$ cat config.mk
export PLATFORM = sky130hd
export DESIGN_NAME = add_round_key_flat
export DESIGN_NICKNAME = d
export VERILOG_FILES = /design/src/rtl/add_round_key_pkg.sv /design/src/rtl/add_round_key_if.sv /design/src/rtl/add_round_key_key_fifo.sv /design/src/rtl/add_round_key.sv /design/src/flat_wrapper.sv
export SDC_FILE = /design/constraint.sdc
export NUM_CORES = 1
export LEC_CHECK = 0
export ABC_AREA = 0
export CORE_MARGIN = 2
export CORE_UTILIZATION = 50
export DETAILED_ROUTE_END_ITERATION = 12
export PLACE_DENSITY = 0.73
export SYNTH_ARGS = -nofsm -noshare
export SYNTH_HDL_FRONTEND = slang
export SYNTH_SLANG_ARGS = --single-unit
export TNS_END_PERCENT = 20
$ cat constraint.sdc
create_clock -name clk -period 15.39 [get_ports clk]
set_input_delay 3.078 -clock clk [delete_from_list [all_inputs] [get_ports clk]]
set_output_delay 3.078 -clock clk [all_outputs]
set_load 0.01 [all_outputs]
$ cat src/rtl/add_round_key_pkg.sv
// Shared constants and types for the add_round_key stage.
//   - block/CPU data widths
//   - pointer-counter field layout
//   - debug register bit positions
//   - cpu_addr decode values
//   - FSM state type
package add_round_key_pkg;

  localparam int unsigned BLOCK_DATA_WIDTH = 128;
  localparam int unsigned CPU_DATA_WIDTH   = 32;

  localparam int unsigned PNTR_W       = 2;
  localparam int unsigned PNTR_FIELD_W = 8;
  localparam int unsigned NUM_PNTR     = 4;

  localparam int unsigned DBG_OVF       = 0;
  localparam int unsigned DBG_RD_COLL   = 1;
  localparam int unsigned DBG_KEY_FULL  = 2;
  localparam int unsigned DBG_DROP_LSB  = 8;
  localparam int unsigned DBG_DROP_MSB  = 15;

  localparam logic CPU_ADDR_CNTR = 1'b0;
  localparam logic CPU_ADDR_DBG  = 1'b1;

  typedef enum logic {
    IDLE = 1'b0,
    HOLD = 1'b1
  } ark_state_e;

endpackage

$ cat src/rtl/add_round_key_if.sv
// Data, key and CPU signals of the add_round_key stage.
//   slave  : the add_round_key stage itself
//   master : the surrounding datapath / CPU (or a testbench)
interface add_round_key_if #(
  parameter int BLOCK_DATA_WIDTH = add_round_key_pkg::BLOCK_DATA_WIDTH,
  parameter int CPU_DATA_WIDTH   = add_round_key_pkg::CPU_DATA_WIDTH
);
  logic [BLOCK_DATA_WIDTH-1:0] data_in;
  logic                        data_in_vld;
  logic [1:0]                  pntr_num_in;
  logic [BLOCK_DATA_WIDTH-1:0] key_in;
  logic                        key_in_vld;
  logic                        key_in_rdy;
  logic [BLOCK_DATA_WIDTH-1:0] data_out;
  logic                        data_out_vld;
  logic [1:0]                  pntr_num_out;
  logic                        cpu_rd;
  logic                        cpu_addr;
  logic [CPU_DATA_WIDTH-1:0]   cpu_rd_data;

  modport slave (
    input  data_in, data_in_vld, pntr_num_in, key_in, key_in_vld, cpu_rd, cpu_addr,
    output key_in_rdy, data_out, data_out_vld, pntr_num_out, cpu_rd_data
  );

  modport master (
    output data_in, data_in_vld, pntr_num_in, key_in, key_in_vld, cpu_rd, cpu_addr,
    input  key_in_rdy, data_out, data_out_vld, pntr_num_out, cpu_rd_data
  );
endinterface

$ cat src/rtl/add_round_key_key_fifo.sv
// key_fifo: synchronous register-array FIFO holding round keys.
//   push/din  : write din when push and not full
//   pop       : drop head when pop and not empty
//   full/empty: occupancy flags
//   head      : oldest entry (valid when !empty)
// Asynchronous active-high reset empties the FIFO.
module key_fifo #(
  parameter int WIDTH = 128,
  parameter int DEPTH = 4
) (
  input  logic             clk,
  input  logic             reset,
  input  logic             push,
  input  logic [WIDTH-1:0] din,
  input  logic             pop,
  output logic             full,
  output logic             empty,
  output logic [WIDTH-1:0] head
);
  localparam int AW = $clog2(DEPTH);
  localparam logic [AW:0] DEPTH_CNT = (AW+1)'(DEPTH);

  logic [WIDTH-1:0] mem [DEPTH];
  logic [AW-1:0]    wr_ptr;
  logic [AW-1:0]    rd_ptr;
  logic [AW:0]      count;
  logic             do_push;
  logic             do_pop;

  assign full    = (count == DEPTH_CNT);
  assign empty   = (count == '0);
  assign head    = mem[rd_ptr];
  assign do_push = push & ~full;
  assign do_pop  = pop & ~empty;

  always_ff @(posedge clk) begin
    if (do_push) mem[wr_ptr] <= din;
  end

  // Pointers wrap naturally because DEPTH is a power of two.
  always_ff @(posedge clk or posedge reset) begin
    if (reset) begin
      wr_ptr <= '0;
      rd_ptr <= '0;
      count  <= '0;
    end else begin
      if (do_push) wr_ptr <= wr_ptr + 1'b1;
      if (do_pop)  rd_ptr <= rd_ptr + 1'b1;
      case ({do_push, do_pop})
        2'b10:   count <= count + 1'b1;
        2'b01:   count <= count - 1'b1;
        default: count <= count;
      endcase
    end
  end
endmodule

$ cat src/rtl/add_round_key.sv
// add_round_key: XORs each state block from mix_columns with the next round
// key from a small key FIFO and forwards it with its pointer number.
//   clk, reset : clock, asynchronous active-high reset
//   bus        : add_round_key_if.slave
//     data_in/data_in_vld/pntr_num_in  : state block in (no backpressure)
//     key_in/key_in_vld/key_in_rdy     : round key in (valid/ready)
//     data_out/data_out_vld/pntr_num_out : result, 1-cycle latency
//     cpu_rd/cpu_addr/cpu_rd_data      : CPU read of pointer counters (0)
//                                        or debug register (1)
// A block arriving with no key available waits in a one-entry hold register;
// a further block arriving while still waiting is dropped and counted.
module add_round_key #(
  parameter int BLOCK_DATA_WIDTH = add_round_key_pkg::BLOCK_DATA_WIDTH,
  parameter int CPU_DATA_WIDTH   = add_round_key_pkg::CPU_DATA_WIDTH,
  parameter int KEY_FIFO_DEPTH   = 4
) (
  input logic            clk,
  input logic            reset,
  add_round_key_if.slave bus
);
  import add_round_key_pkg::*;

  logic                        fifo_full;
  logic                        fifo_empty;
  logic [BLOCK_DATA_WIDTH-1:0] fifo_head;
  logic                        push;
  logic                        pop;

  ark_state_e                  state;
  ark_state_e                  state_nxt;
  logic [BLOCK_DATA_WIDTH-1:0] hold_data;
  logic [1:0]                  hold_pntr;
  logic                        hold_load;

  logic                        emit;
  logic [BLOCK_DATA_WIDTH-1:0] emit_data;
  logic [1:0]                  emit_pntr;
  logic                        drop;

  logic [31:0]                 reg_pntr_cntr;
  logic [31:0]                 cntr_nxt;
  logic                        dbg_ovf;
  logic                        dbg_rd_coll;
  logic                        dbg_key_full;
  logic [7:0]                  dbg_drop_cnt;
  logic [CPU_DATA_WIDTH-1:0]   dbg_word;
  logic                        dbg_clr;

  assign bus.key_in_rdy = ~fifo_full & ~reset;
  assign push           = bus.key_in_vld & bus.key_in_rdy;
  assign pop            = emit;

  key_fifo #(
    .WIDTH (BLOCK_DATA_WIDTH),
    .DEPTH (KEY_FIFO_DEPTH)
  ) u_key_fifo (
    .clk   (clk),
    .reset (reset),
    .push  (push),
    .din   (bus.key_in),
    .pop   (pop),
    .full  (fifo_full),
    .empty (fifo_empty),
    .head  (fifo_head)
  );

  always_comb begin
    state_nxt = state;
    emit      = 1'b0;
    emit_data = bus.data_in;
    emit_pntr = bus.pntr_num_in;
    hold_load = 1'b0;
    drop      = 1'b0;
    case (state)
      IDLE: begin
        if (bus.data_in_vld) begin
          if (!fifo_empty) begin
            emit = 1'b1;
          end else begin
            hold_load = 1'b1;
            state_nxt = HOLD;
          end
        end
      end
      HOLD: begin
        if (!fifo_empty) begin
          emit      = 1'b1;
          emit_data = hold_data;
          emit_pntr = hold_pntr;
          // A new block arriving as the held one leaves takes its place.
          if (bus.data_in_vld) hold_load = 1'b1;
          else                 state_nxt = IDLE;
        end else if (bus.data_in_vld) begin
          drop = 1'b1;
        end
      end
      default: state_nxt = IDLE;
    endcase
  end

  always_ff @(posedge clk or posedge reset) begin
    if (reset) begin
      state     <= IDLE;
      hold_data <= '0;
      hold_pntr <= '0;
    end else begin
      state <= state_nxt;
      if (hold_load) begin
        hold_data <= bus.data_in;
        hold_pntr <= bus.pntr_num_in;
      end
    end
  end

  always_ff @(posedge clk or posedge reset) begin
    if (reset) begin
      bus.data_out     <= '0;
      bus.data_out_vld <= 1'b0;
      bus.pntr_num_out <= '0;
    end else begin
      bus.data_out_vld <= emit;
      if (emit) begin
        bus.data_out     <= emit_data ^ fifo_head;
        bus.pntr_num_out <= emit_pntr;
      end
    end
  end

  always_comb begin
    cntr_nxt = reg_pntr_cntr;
    if (emit) begin
      cntr_nxt[int'(emit_pntr)*PNTR_FIELD_W +: PNTR_FIELD_W] =
        reg_pntr_cntr[int'(emit_pntr)*PNTR_FIELD_W +: PNTR_FIELD_W] + 8'd1;
    end
  end

  assign dbg_clr = bus.cpu_rd & (bus.cpu_addr == CPU_ADDR_DBG);

  always_comb begin
    dbg_word                             = '0;
    dbg_word[DBG_OVF]                    = dbg_ovf;
    dbg_word[DBG_RD_COLL]                = dbg_rd_coll;
    dbg_word[DBG_KEY_FULL]               = dbg_key_full;
    dbg_word[DBG_DROP_MSB:DBG_DROP_LSB]  = dbg_drop_cnt;
  end

  // Set events take priority over a clearing read in the same cycle.
  always_ff @(posedge clk or posedge reset) begin
    if (reset) begin
      reg_pntr_cntr   <= '0;
      dbg_ovf         <= 1'b0;
      dbg_rd_coll     <= 1'b0;
      dbg_key_full    <= 1'b0;
      dbg_drop_cnt    <= '0;
      bus.cpu_rd_data <= '0;
    end else begin
      reg_pntr_cntr <= cntr_nxt;
      dbg_ovf       <= drop | (dbg_ovf & ~dbg_clr);
      dbg_rd_coll   <= (bus.data_in_vld & bus.cpu_rd) | (dbg_rd_coll & ~dbg_clr);
      dbg_key_full  <= (bus.key_in_vld & fifo_full) | (dbg_key_full & ~dbg_clr);
      if (dbg_clr)
        dbg_drop_cnt <= drop ? 8'd1 : 8'd0;
      else if (drop && dbg_drop_cnt != 8'hFF)
        dbg_drop_cnt <= dbg_drop_cnt + 8'd1;
      if (!bus.cpu_rd)
        bus.cpu_rd_data <= '0;
      else if (bus.cpu_addr == CPU_ADDR_DBG)
        bus.cpu_rd_data <= dbg_word;
      else
        bus.cpu_rd_data <= CPU_DATA_WIDTH'(reg_pntr_cntr);
    end
  end
endmodule
$ cat src/flat_wrapper.sv
// flat-port wrapper written by rule: the top's interface ports become plain ports
module add_round_key_flat import add_round_key_pkg::*;
#(
  parameter int BLOCK_DATA_WIDTH = add_round_key_pkg::BLOCK_DATA_WIDTH,
  parameter int CPU_DATA_WIDTH   = add_round_key_pkg::CPU_DATA_WIDTH,
  parameter int KEY_FIFO_DEPTH   = 4
)
  (clk, reset, bus_data_in, bus_data_in_vld, bus_pntr_num_in, bus_key_in, bus_key_in_vld, bus_cpu_rd, bus_cpu_addr, bus_key_in_rdy, bus_data_out, bus_data_out_vld, bus_pntr_num_out, bus_cpu_rd_data);
  add_round_key_if #(.BLOCK_DATA_WIDTH(BLOCK_DATA_WIDTH), .CPU_DATA_WIDTH(CPU_DATA_WIDTH)) bus_i ();
  input logic clk;
  input logic reset;
  input wire logic [$bits(bus_i.data_in)-1:0] bus_data_in;
  input wire logic [$bits(bus_i.data_in_vld)-1:0] bus_data_in_vld;
  input wire logic [$bits(bus_i.pntr_num_in)-1:0] bus_pntr_num_in;
  input wire logic [$bits(bus_i.key_in)-1:0] bus_key_in;
  input wire logic [$bits(bus_i.key_in_vld)-1:0] bus_key_in_vld;
  input wire logic [$bits(bus_i.cpu_rd)-1:0] bus_cpu_rd;
  input wire logic [$bits(bus_i.cpu_addr)-1:0] bus_cpu_addr;
  output wire logic [$bits(bus_i.key_in_rdy)-1:0] bus_key_in_rdy;
  output wire logic [$bits(bus_i.data_out)-1:0] bus_data_out;
  output wire logic [$bits(bus_i.data_out_vld)-1:0] bus_data_out_vld;
  output wire logic [$bits(bus_i.pntr_num_out)-1:0] bus_pntr_num_out;
  output wire logic [$bits(bus_i.cpu_rd_data)-1:0] bus_cpu_rd_data;
  assign bus_i.data_in = bus_data_in;
  assign bus_i.data_in_vld = bus_data_in_vld;
  assign bus_i.pntr_num_in = bus_pntr_num_in;
  assign bus_i.key_in = bus_key_in;
  assign bus_i.key_in_vld = bus_key_in_vld;
  assign bus_i.cpu_rd = bus_cpu_rd;
  assign bus_i.cpu_addr = bus_cpu_addr;
  assign bus_key_in_rdy = bus_i.key_in_rdy;
  assign bus_data_out = bus_i.data_out;
  assign bus_data_out_vld = bus_i.data_out_vld;
  assign bus_pntr_num_out = bus_i.pntr_num_out;
  assign bus_cpu_rd_data = bus_i.cpu_rd_data;
  add_round_key #(.BLOCK_DATA_WIDTH(BLOCK_DATA_WIDTH), .CPU_DATA_WIDTH(CPU_DATA_WIDTH), .KEY_FIFO_DEPTH(KEY_FIFO_DEPTH)) u_core (.clk(clk), .reset(reset), .bus(bus_i));
endmodule
After elaboration in Yosys (flattened, before gate mapping):

Memory sizes are Yosys's and may differ from the RTL's.
Index checks and enable logic that the tools add are counted.
Widths: inputs -> output; s select.

* $add $sub $neg: 7
* multiply operators: 0
* div/mod/pow operators: 0
* magnitude comparators: 0
* equality and inequality tests: 4
* shift-type cells: 3
* multiplexer cells: 25
* bitwise operators: 19
* reductions and logical operators: 4

Operators by type and width (number)
* $mux 128: 2
* $xor 128x128->128: 1
* $mux 32: 2
* $neg 5->34: 1
* $shift 8x34->32 const A: 1
* $shiftx 8x34->32: 1
* $bwmux 32: 1
* $shiftx 32x6->8: 1
* $add 8x1->8 const B: 2
* $mux 8: 2
* $mux 1: 12
* $and 1x1->1: 10
* $ne 8x8->1 const B: 1
* $pmux 1 s2: 3
* $pmux 3 s2: 1
* $not 1->1: 5
* $add 2x1->2 const B: 2
* $mux 2: 2
* $reduce_bool 2->1: 2
* $add 3x1->3 const B: 1
* $eq 3x3->1 const B: 1
* $logic_not 3->1: 1
* $or 1x1->1: 3
* $sub 3x1->3 const B: 1
* other kinds (3): 3

* bits in registers: 344
* latch bits: 0
* bits in writable memories: 512
* bits in read-only memories: 0
* input bits: 264
* output and inout bits: 164
* logic and storage cells: 78
* memories: 1

Memories
* u_core.u_key_fifo.mem: words 4, width 128, read ports 1, clocked after memory_dff 0, write ports 1, RTL line add_round_key_key_fifo.sv:23 `logic [WIDTH-1:0] mem [DEPTH];`

Depth between registers and ports, before layout:

Gate-level depths: netlist of the first run.

* depth after elaboration: 7
* depth in mapped cells: 14
* depth with buffers taken out: 11

Cells and area by module:

From an unflattened synthesis of the first run, not the netlist that was laid out.

* cells, all modules: 2000
* area total of the unflattened synthesis: 34324.2 µm²

Modules (own cells, without submodules)
* key_fifo: instances 1, cells each 707, area each 18889.4 µm², sequential area each 15549.9 µm²
* add_round_key: instances 1, cells each 1293, area each 15434.8 µm², sequential area each 8433.1 µm²

Least setup slack after synthesis of the first run:

OpenSTA, ideal clock, no wires.

* kind: input-to-reg
* start: input reset
* end: memory u_core.u_key_fifo.mem[0][0] (enable)
* library setup time: 503 ps
* arrival time: 6478 ps
* required time: 14887 ps
* path slack: 8408 ps
* stages: 2
* path buffers: 0
* cells stage by stage: a21oi_1 > and3_1

* cells in the longest elaborated chain, start to end: 6

Ends and longest elaborated chain
* start, declared: RTL line flat_wrapper.sv:11 `input logic reset;`
* $not 1->1: RTL line add_round_key.sv:49 `assign bus.key_in_rdy = ~fifo_full & ~reset;`
* $and 1x1->1: RTL line add_round_key.sv:49
* $and 1x1->1: RTL line add_round_key.sv:50 `assign push = bus.key_in_vld & bus.key_in_rdy;`
* $and 1x1->1: RTL line add_round_key_key_fifo.sv:33 `assign do_push = push & ~full;`
* $mux 1: RTL line add_round_key_key_fifo.sv:37 `if (do_push) mem[wr_ptr] <= din;`
* $mux 1 (implied by the code): RTL line add_round_key_key_fifo.sv:37
* end, declared: RTL line add_round_key_key_fifo.sv:23

No other way between the ends.

Final worst setup path of the first run:

* start: input reset
* end: output bus_key_in_rdy

* cells in the longest elaborated chain, start to end: 2

Ends and longest elaborated chain
* $not 1->1: RTL line add_round_key.sv:49
* $and 1x1->1: RTL line add_round_key.sv:49
* end, declared: RTL line flat_wrapper.sv:19 `output wire logic [$bits(bus_i.key_in_rdy)-1:0] bus_key_in_rdy;`

No other way between the ends.

==> metrics.md, run 1 <==
| Metric | Value |
|---|---|
| Startpoint types | `primary input` |
| Initial Util | `50.62%` |
| Yosys warnings | `0` |
| Critical path peak fanout | `6` |
| Outcome | `completed` |
| Max cap viols | `0` |
| Core Footprint | `67280 um2` |
| Final period util | `50.58%` |
| Mean post-synth cell area | `17.13 um2` |
| Largest net degree at the start of global routing | `176` |
| Main synth FF type | `edfxtp_1` |
| Clock buffer depth | `3` |
| Post-Syn Area | `34060 um2` |
| Clk pin slew, worst setup/hold paths | `0.06 ns` |
| Post_cts resized | `0` |
| Slew Limit Fails | `0` |
| Post-synth EDFFs | `about 500` |
| Cell mode on critical path | `clkdlybuf4s50_1` |
| Final Setup Violations | `0` |
| Total gr overflow | `0` |
| Initial antenna violation count | `26` |
| Fmax | `128.5 MHz` |
| VDD IR max | `0.0001151 V` |
| Max stage delay on crit path | `0.64 ns` |
| Static Leak | `between 15 and 20 nW` |
| DRC | `0` |
| Die area | `70220 um2` |
| Total power | `7.968 mW` |
| Asr flop ratio synth | `40.19%` |
| Crit-path slowest cell | `clkdlybuf4s50_1` |
| Final min period | `between 7 and 8 ns` |
| Total wire length | `roughly 77000 um` |
| Synth Instances | `slightly below 2000` |
| GPL Wtd Cong | `0.8447` |
| Distinct cells, synth | `52` |
| Cts hold-fix bufs | `0` |
| Worst slew pin tran | `1.109 ns` |
| Setup bufs post-CTS | `0` |
| Worst EP required | `12.31 ns` |
| Sequential share of the synthesized area | `between 70% and 80%` |
| RSZ-0062 raised after global routing | `false` |
| Relative slew slack | `25.39%` |
| Seq cells post-synth | `roughly 860` |
| Horiz. Die Dim | `265.0 um` |
| DRT iter0 DRCs | `1284` |
| Die span in y | `about 260 um` |
| CP cell instances | `clkdlybuf4s50_1, a21oi_1, clkdlybuf4s50_1` |
| Final Hold Vio Count | `0` |
| Clk Latency, worst-skew pair | `between 0.6 and 0.7 ns` |
| Setup Crit Path Kind | `primary input to output pin` |
| Dpl hpwl | `48640 um` |
| Vias in the first global route | `20046` |
| CTS Buf Count | `87` |
| Syn nets | `2263` |
| CTS root buf | `clkbuf_16` |
| Final nets | `2705` |
| IO Count | `about 430` |
| TritonCTS clock tree | `done` |
| First-pass DRT Iterations | `6` |
| H-tree lvl count | `3` |
| Vias/cell | `5.557` |
| Post-route ant nets | `0` |
| GRT Util Overall | `22.33%` |
| CP arrival | `approximately 4.7 ns` |
| Vias | `18838` |
| Setup TNS | `0 ns` |
| WL/cell | `approximately 23 um` |
| # port buffers | `about 430` |
| Skew final | `0.03383 ns` |
| Row cnt | `95` |
| Syn-to-layout area delta | `24.24%` |
| Pwr/cell area | `188.3 nW/um2` |
| Fillers | `~4700` |
| Clk sink count | `856` |
| Share of cells above drive strength 1 | `17.52%` |
| First-pass GRT wire length | `119000 um` |
| Critical path endpoint category | `output pin` |
| Hold Crit Class | `flip-flop to flip-flop` |
| Hold_ws | `0.4791 ns` |
path summary, 6_finish.rpt:
check                                      startpoint                    endpoint  slack (ns)  depth (start not counted)
setup / recovery                                reset              bus_key_in_rdy        7.61                          3
max in group asynchronous                       reset        u_core.hold_data[40]        9.94                          4
hold / removal               u_core.bus.data_out[110]    u_core.bus.data_out[110]        0.48                          2
setup reg to reg           u_core.u_key_fifo.count[1]    u_core.reg_pntr_cntr[13]       11.18                         10
min in group asynchronous                       reset  u_core.bus.cpu_rd_data[10]        3.12                          2
hold reg to reg              u_core.bus.data_out[110]    u_core.bus.data_out[110]        0.48                          2
placed cells by master (no fill, tap or decap), types with 8 or more instances in the layout:
cell	synthesis	layout
clkbuf_16	0	90
mux2_2	131	131
diode_2	0	12
o21ai_0	141	141
a22o_1	17	17
clkbuf_8	0	16
inv_1	13	12
xnor2_1	8	8
and2_1	25	25
clkdlybuf4s50_1	0	427
edfxtp_1	512	512
mux4_2	128	128
nor2_1	19	19
clkbuf_1	65	23
a21oi_1	20	20
bufinv_16	0	8
nand2_1	165	164
nor2b_1	12	12
clkinv_2	0	12
dfrtp_1	344	342
buf_4	1	23
ha_1	10	10
mux2i_1	151	151
xor2_1	133	133
cell families after synthesis:
group / share of synthesized area (%)
fa+ha+maj: 0.4262
xor+xnor: 3.626
buf+inv: 1.304
simple gates: 3.402
flops: 70.42
compound gates: 3.553
mux: 17.27
power by group:
group	internal [mW]	switching [mW]	total (mW)
logic	1.25	1.24	2.49
clock network	1.29	0.876	2.17
registers	3.00	0.305	3.31
worst max-delay path, delay by kind of cell:
| family | cells | cell delay [ns] |
|---|---|---|
| AOI/OAI and AO/OA | 1 | 0.46 |
| buffers and inverters | 2 | 1.16 |
final cells by class:
cell class | count | area (um2) | share of cell area, %
tap | 873 | 1092 | 2.582
inverter | 16 | 67.56 | 0.1597
clock inverter | 35 | 437.9 | 1.035
sequential | 856 | 23990 | 56.70
multi-input combinational | 1018 | 9668 | 22.85
clock buffer | 129 | 2559 | 6.047
timing repair buffer | 451 | 4467 | 10.56
antenna | 12 | 30.03 | 0.07097
layer usage:
layer	track usage, %	vias up	wire (um)
met2	37.06	574	38970
met5	0	-	179
met1	28.75	9682	30690
met3	5.787	153	5503
met4	7.696	28	2090
li1	-	8401	-
state kept, by name, indices dropped and copies added, names as in the netlist, 3 cells and up:
name / flops
u_core.u_key_fifo.mem: 512
u_core.bus.data_out: 128
u_core.hold_data: 128
u_core.bus.cpu_rd_data: 32
u_core.reg_pntr_cntr: 32
u_core.dbg_drop_cnt: 8
u_core.u_key_fifo.count: 3
synthesized netlist by cell type, drive strengths merged, types with 7 or more instances:
cell type,n,share of area [%]
xnor2,8,0.21
nor2b,12,0.22
mux2i,151,4.4
dfrtp,344,25
mux2,132,4.4
ha,10,0.37
nand3,7,0.12
inv,16,0.18
and2,25,0.46
clkbuf,65,0.72
buf,33,0.41
mux4,128,8.5
xor2,133,3.4
edfxtp,512,45
a21oi,21,0.34
o21ai,142,2.1
nand2,165,1.8
a22o,17,0.44
nor2,19,0.21
stage by stage:
stage               setup WS, ns  utilization [%]  std cells  instance area (um2)
finish                     7.606            62.89       3390                42310
global route               7.516            62.88       3386                42300
CTS                        7.608            62.85       3378                42280
detailed placement         7.614            58.39       3214                39290
global placement           7.650            58.39       3214                39290
floorplan                  2.775                -       1988                34060
Power figures use the tool's default switching activity.
==> inputs of run 2 (changes only) <==
--- a/config.mk
+++ b/config.mk
@@ -9,7 +9,7 @@
 export CORE_MARGIN = 2
 export CORE_UTILIZATION = 50
 export DETAILED_ROUTE_END_ITERATION = 12
-export PLACE_DENSITY = 0.73
+export PLACE_DENSITY = 0.76
 export SYNTH_ARGS = -nofsm -noshare
 export SYNTH_HDL_FRONTEND = slang
 export SYNTH_SLANG_ARGS = --single-unit
==> constraint.sdc (replaced) <==
create_clock -name clk -period 6.5 [get_ports clk]
set_input_delay 1.3 -clock clk [delete_from_list [all_inputs] [get_ports clk]]
set_output_delay 1.3 -clock clk [all_outputs]
set_load 0.01 [all_outputs]
==> run 2 against run 1 <==
Hold slack got worse by 0.0018 ns; first-iteration DRC count increased by 8.9%; critical path depth is the same; critical path type unchanged.
==> metrics.md, run 2 (same netlist as run 1, synthesis figures left out) <==
| Metric | Value |
|---|---|
| Worst r2r dst | `u_core.reg_pntr_cntr[13]` |
| GPL Wtd Cong | `between 0.8 and 0.9` |
| Outcome | `completed` |
| VDD IR max | `approximately 0.00027 V` |
| Cts hold-fix bufs | `0` |
| Total gr overflow | `0` |
| Relative slew slack | `20.16%` |
| Clock buffer depth | `3` |
| Startpoint types | `primary input` |
| Max cap viols | `0` |
| Slew Limit Fails | `0` |
| Fin util | `63.04%` |
| Total power | `18.95 mW` |
| Max reg flops | `512` |
| Setup TNS | `0 ns` |
| Dpl hpwl | `49440 um` |
| Final Hold Vio Count | `0` |
| Crit path from | `reset` |
| Final period util | `66.19%` |
| Biggest register | `u_core.u_key_fifo.mem` |
| DRC | `0` |
| Final min period | `4.302 ns` |
| Fmax | `232.4 MHz` |
| Flop2flop setup slack | `2.58 ns` |
| Hold_ws | `0.4773 ns` |
| Static Leak | `about 17 nW` |
| Setup bufs post-CTS | `0` |
| Post_cts resized | `0` |
| Initial antenna violation count | `27` |
| Total wire length | `78160 um` |
| Syn-to-layout area delta | `24.53%` |
| Vias/cell | `between 5 and 6` |
| Crit-path slowest cell | `clkdlybuf4s50_1` |
| Core Footprint | `67280 um2` |
| Row cnt | `95` |
| Final nets | `2702` |
| Horiz. Die Dim | `approximately 260 um` |
| First-pass GRT wire length | `120100 um` |
| Die area | `roughly 70000 um2` |
| Worst EP required | `5.20 ns` |
| Clk sink count | `856` |
| Critical path endpoint category | `output pin` |
| Pwr/cell area | `446.9 nW/um2` |
| Worst r2r path cells | `10` |
| Critical path peak fanout | `6` |
| # port buffers | `427` |
| CTS root buf | `clkbuf_16` |
| Reg-to-reg critical path startpoint | `u_core.u_key_fifo.count[1]` |
| CTS Buf Count | `87` |
| Hold Crit Class | `flip-flop to flip-flop` |
| Largest regs | `u_core.u_key_fifo.mem: 512 flops, u_core.bus.data_out: 128 flops, u_core.hold_data: 128 flops` |
| RSZ-0062 raised after global routing | `false` |
| Cell mode on critical path | `clkdlybuf4s50_1` |
| Setup Crit Path Kind | `primary input to output pin` |
| Vias | `18787` |
| H-tree lvl count | `3` |
| Post-route ant nets | `0` |
| Largest net degree at the start of global routing | `198` |
| Commonest cells after routing, fill and taps aside | `edfxtp_1 (512), clkdlybuf4s50_1 (427), dfrtp_1 (342), nand2_1 (164), mux2i_1 (151)` |
| Skew final | `0.01828 ns` |
| Clk pin slew, worst setup/hold paths | `approximately 0.060 ns` |
| WL/cell | `23.08 um` |
| Final Setup Violations | `0` |
| CP arrival | `3.00 ns` |
| Initial Util | `50.62%` |
| Clk Latency, worst-skew pair | `between 0.6 and 0.7 ns` |
| Vias in the first global route | `20016` |
| CP cell instances | `clkdlybuf4s50_1, a21oi_1, clkdlybuf4s50_1` |
| Worst Setup EP | `bus_key_in_rdy` |
| IO Count | `428` |
| Worst slew pin tran | `1.187 ns` |
| First-pass DRT Iterations | `7` |
| Die span in y | `265.0 um` |
| Share of cells above drive strength 1 | `17.84%` |
| DRT iter0 DRCs | `approximately 1400` |
| Max stage delay on crit path | `approximately 0.67 ns` |
| TritonCTS clock tree | `done` |
| GRT Util Overall | `22.56%` |
| Most common cell after layout, fill and taps aside | `edfxtp_1` |
## run 2: layout make-up
| cell class | instances | area [um2] |
|---|---|---|
| flip-flops and latches | 856 | 23990 |
| diodes | 13 | 32.53 |
| clock inverters | 37 | 421.7 |
| multi-input cells | 1018 | 9668 |
| fillers | 4735 | 24870 |
| repair buffers | 448 | 4544 |
| well taps | 873 | 1092 |
| inverters | 16 | 63.81 |
| clock buffers | 125 | 2596 |
## run 2: per-stage QoR
stage | setup slack, ns | cell area, um2 | instances
3_3_place_gp | 2.035 | 39360 | 3211
5_1_grt | 2.131 | 42390 | 3379
2_1_floorplan | 0.5975 | 34060 | 1988
3_5_place_dp | 2.117 | 39360 | 3211
4_1_cts | 2.196 | 42380 | 3373
6_report | 2.198 | 42410 | 3386
## run 2: worst min path at each step
stage	start	end	slack, ns	depth (start not counted)
3_3_place_gp	u_core.bus.data_out[3]	u_core.bus.data_out[3]	0.46	2
5_1_grt	u_core.dbg_key_full	u_core.dbg_key_full	0.50	1
6_report	u_core.bus.data_out[126]	u_core.bus.data_out[126]	0.48	2
4_1_cts	u_core.bus.data_out[126]	u_core.bus.data_out[126]	0.48	2
3_5_place_dp	u_core.bus.data_out[126]	u_core.bus.data_out[126]	0.47	2
2_1_floorplan	u_core.dbg_ovf	u_core.dbg_ovf	0.45	1
## run 2: report_power, final
| part | switching [mW] | internal, mW |
|---|---|---|
| combinational | 2.94 | 2.98 |
| clock | 2.06 | 3.11 |
| sequential | 0.752 | 7.10 |
| total | 5.75 | 13.2 |
## run 2: routing by layer
layer | GRT usage, % | vias to the layer above | wire length, um
li1 | - | 8388 | -
met1 | 29.79 | 9707 | 32300
met2 | 37.02 | 530 | 38650
met3 | 5.759 | 134 | 5027
met4 | 7.024 | 28 | 1990
met5 | 0 | - | 183
## run 2: worst max-delay path, delay by kind of cell
family,cells,cell delay (ns)
buffers and inverters,2,1.15
AOI/OAI and AO/OA,1,0.56
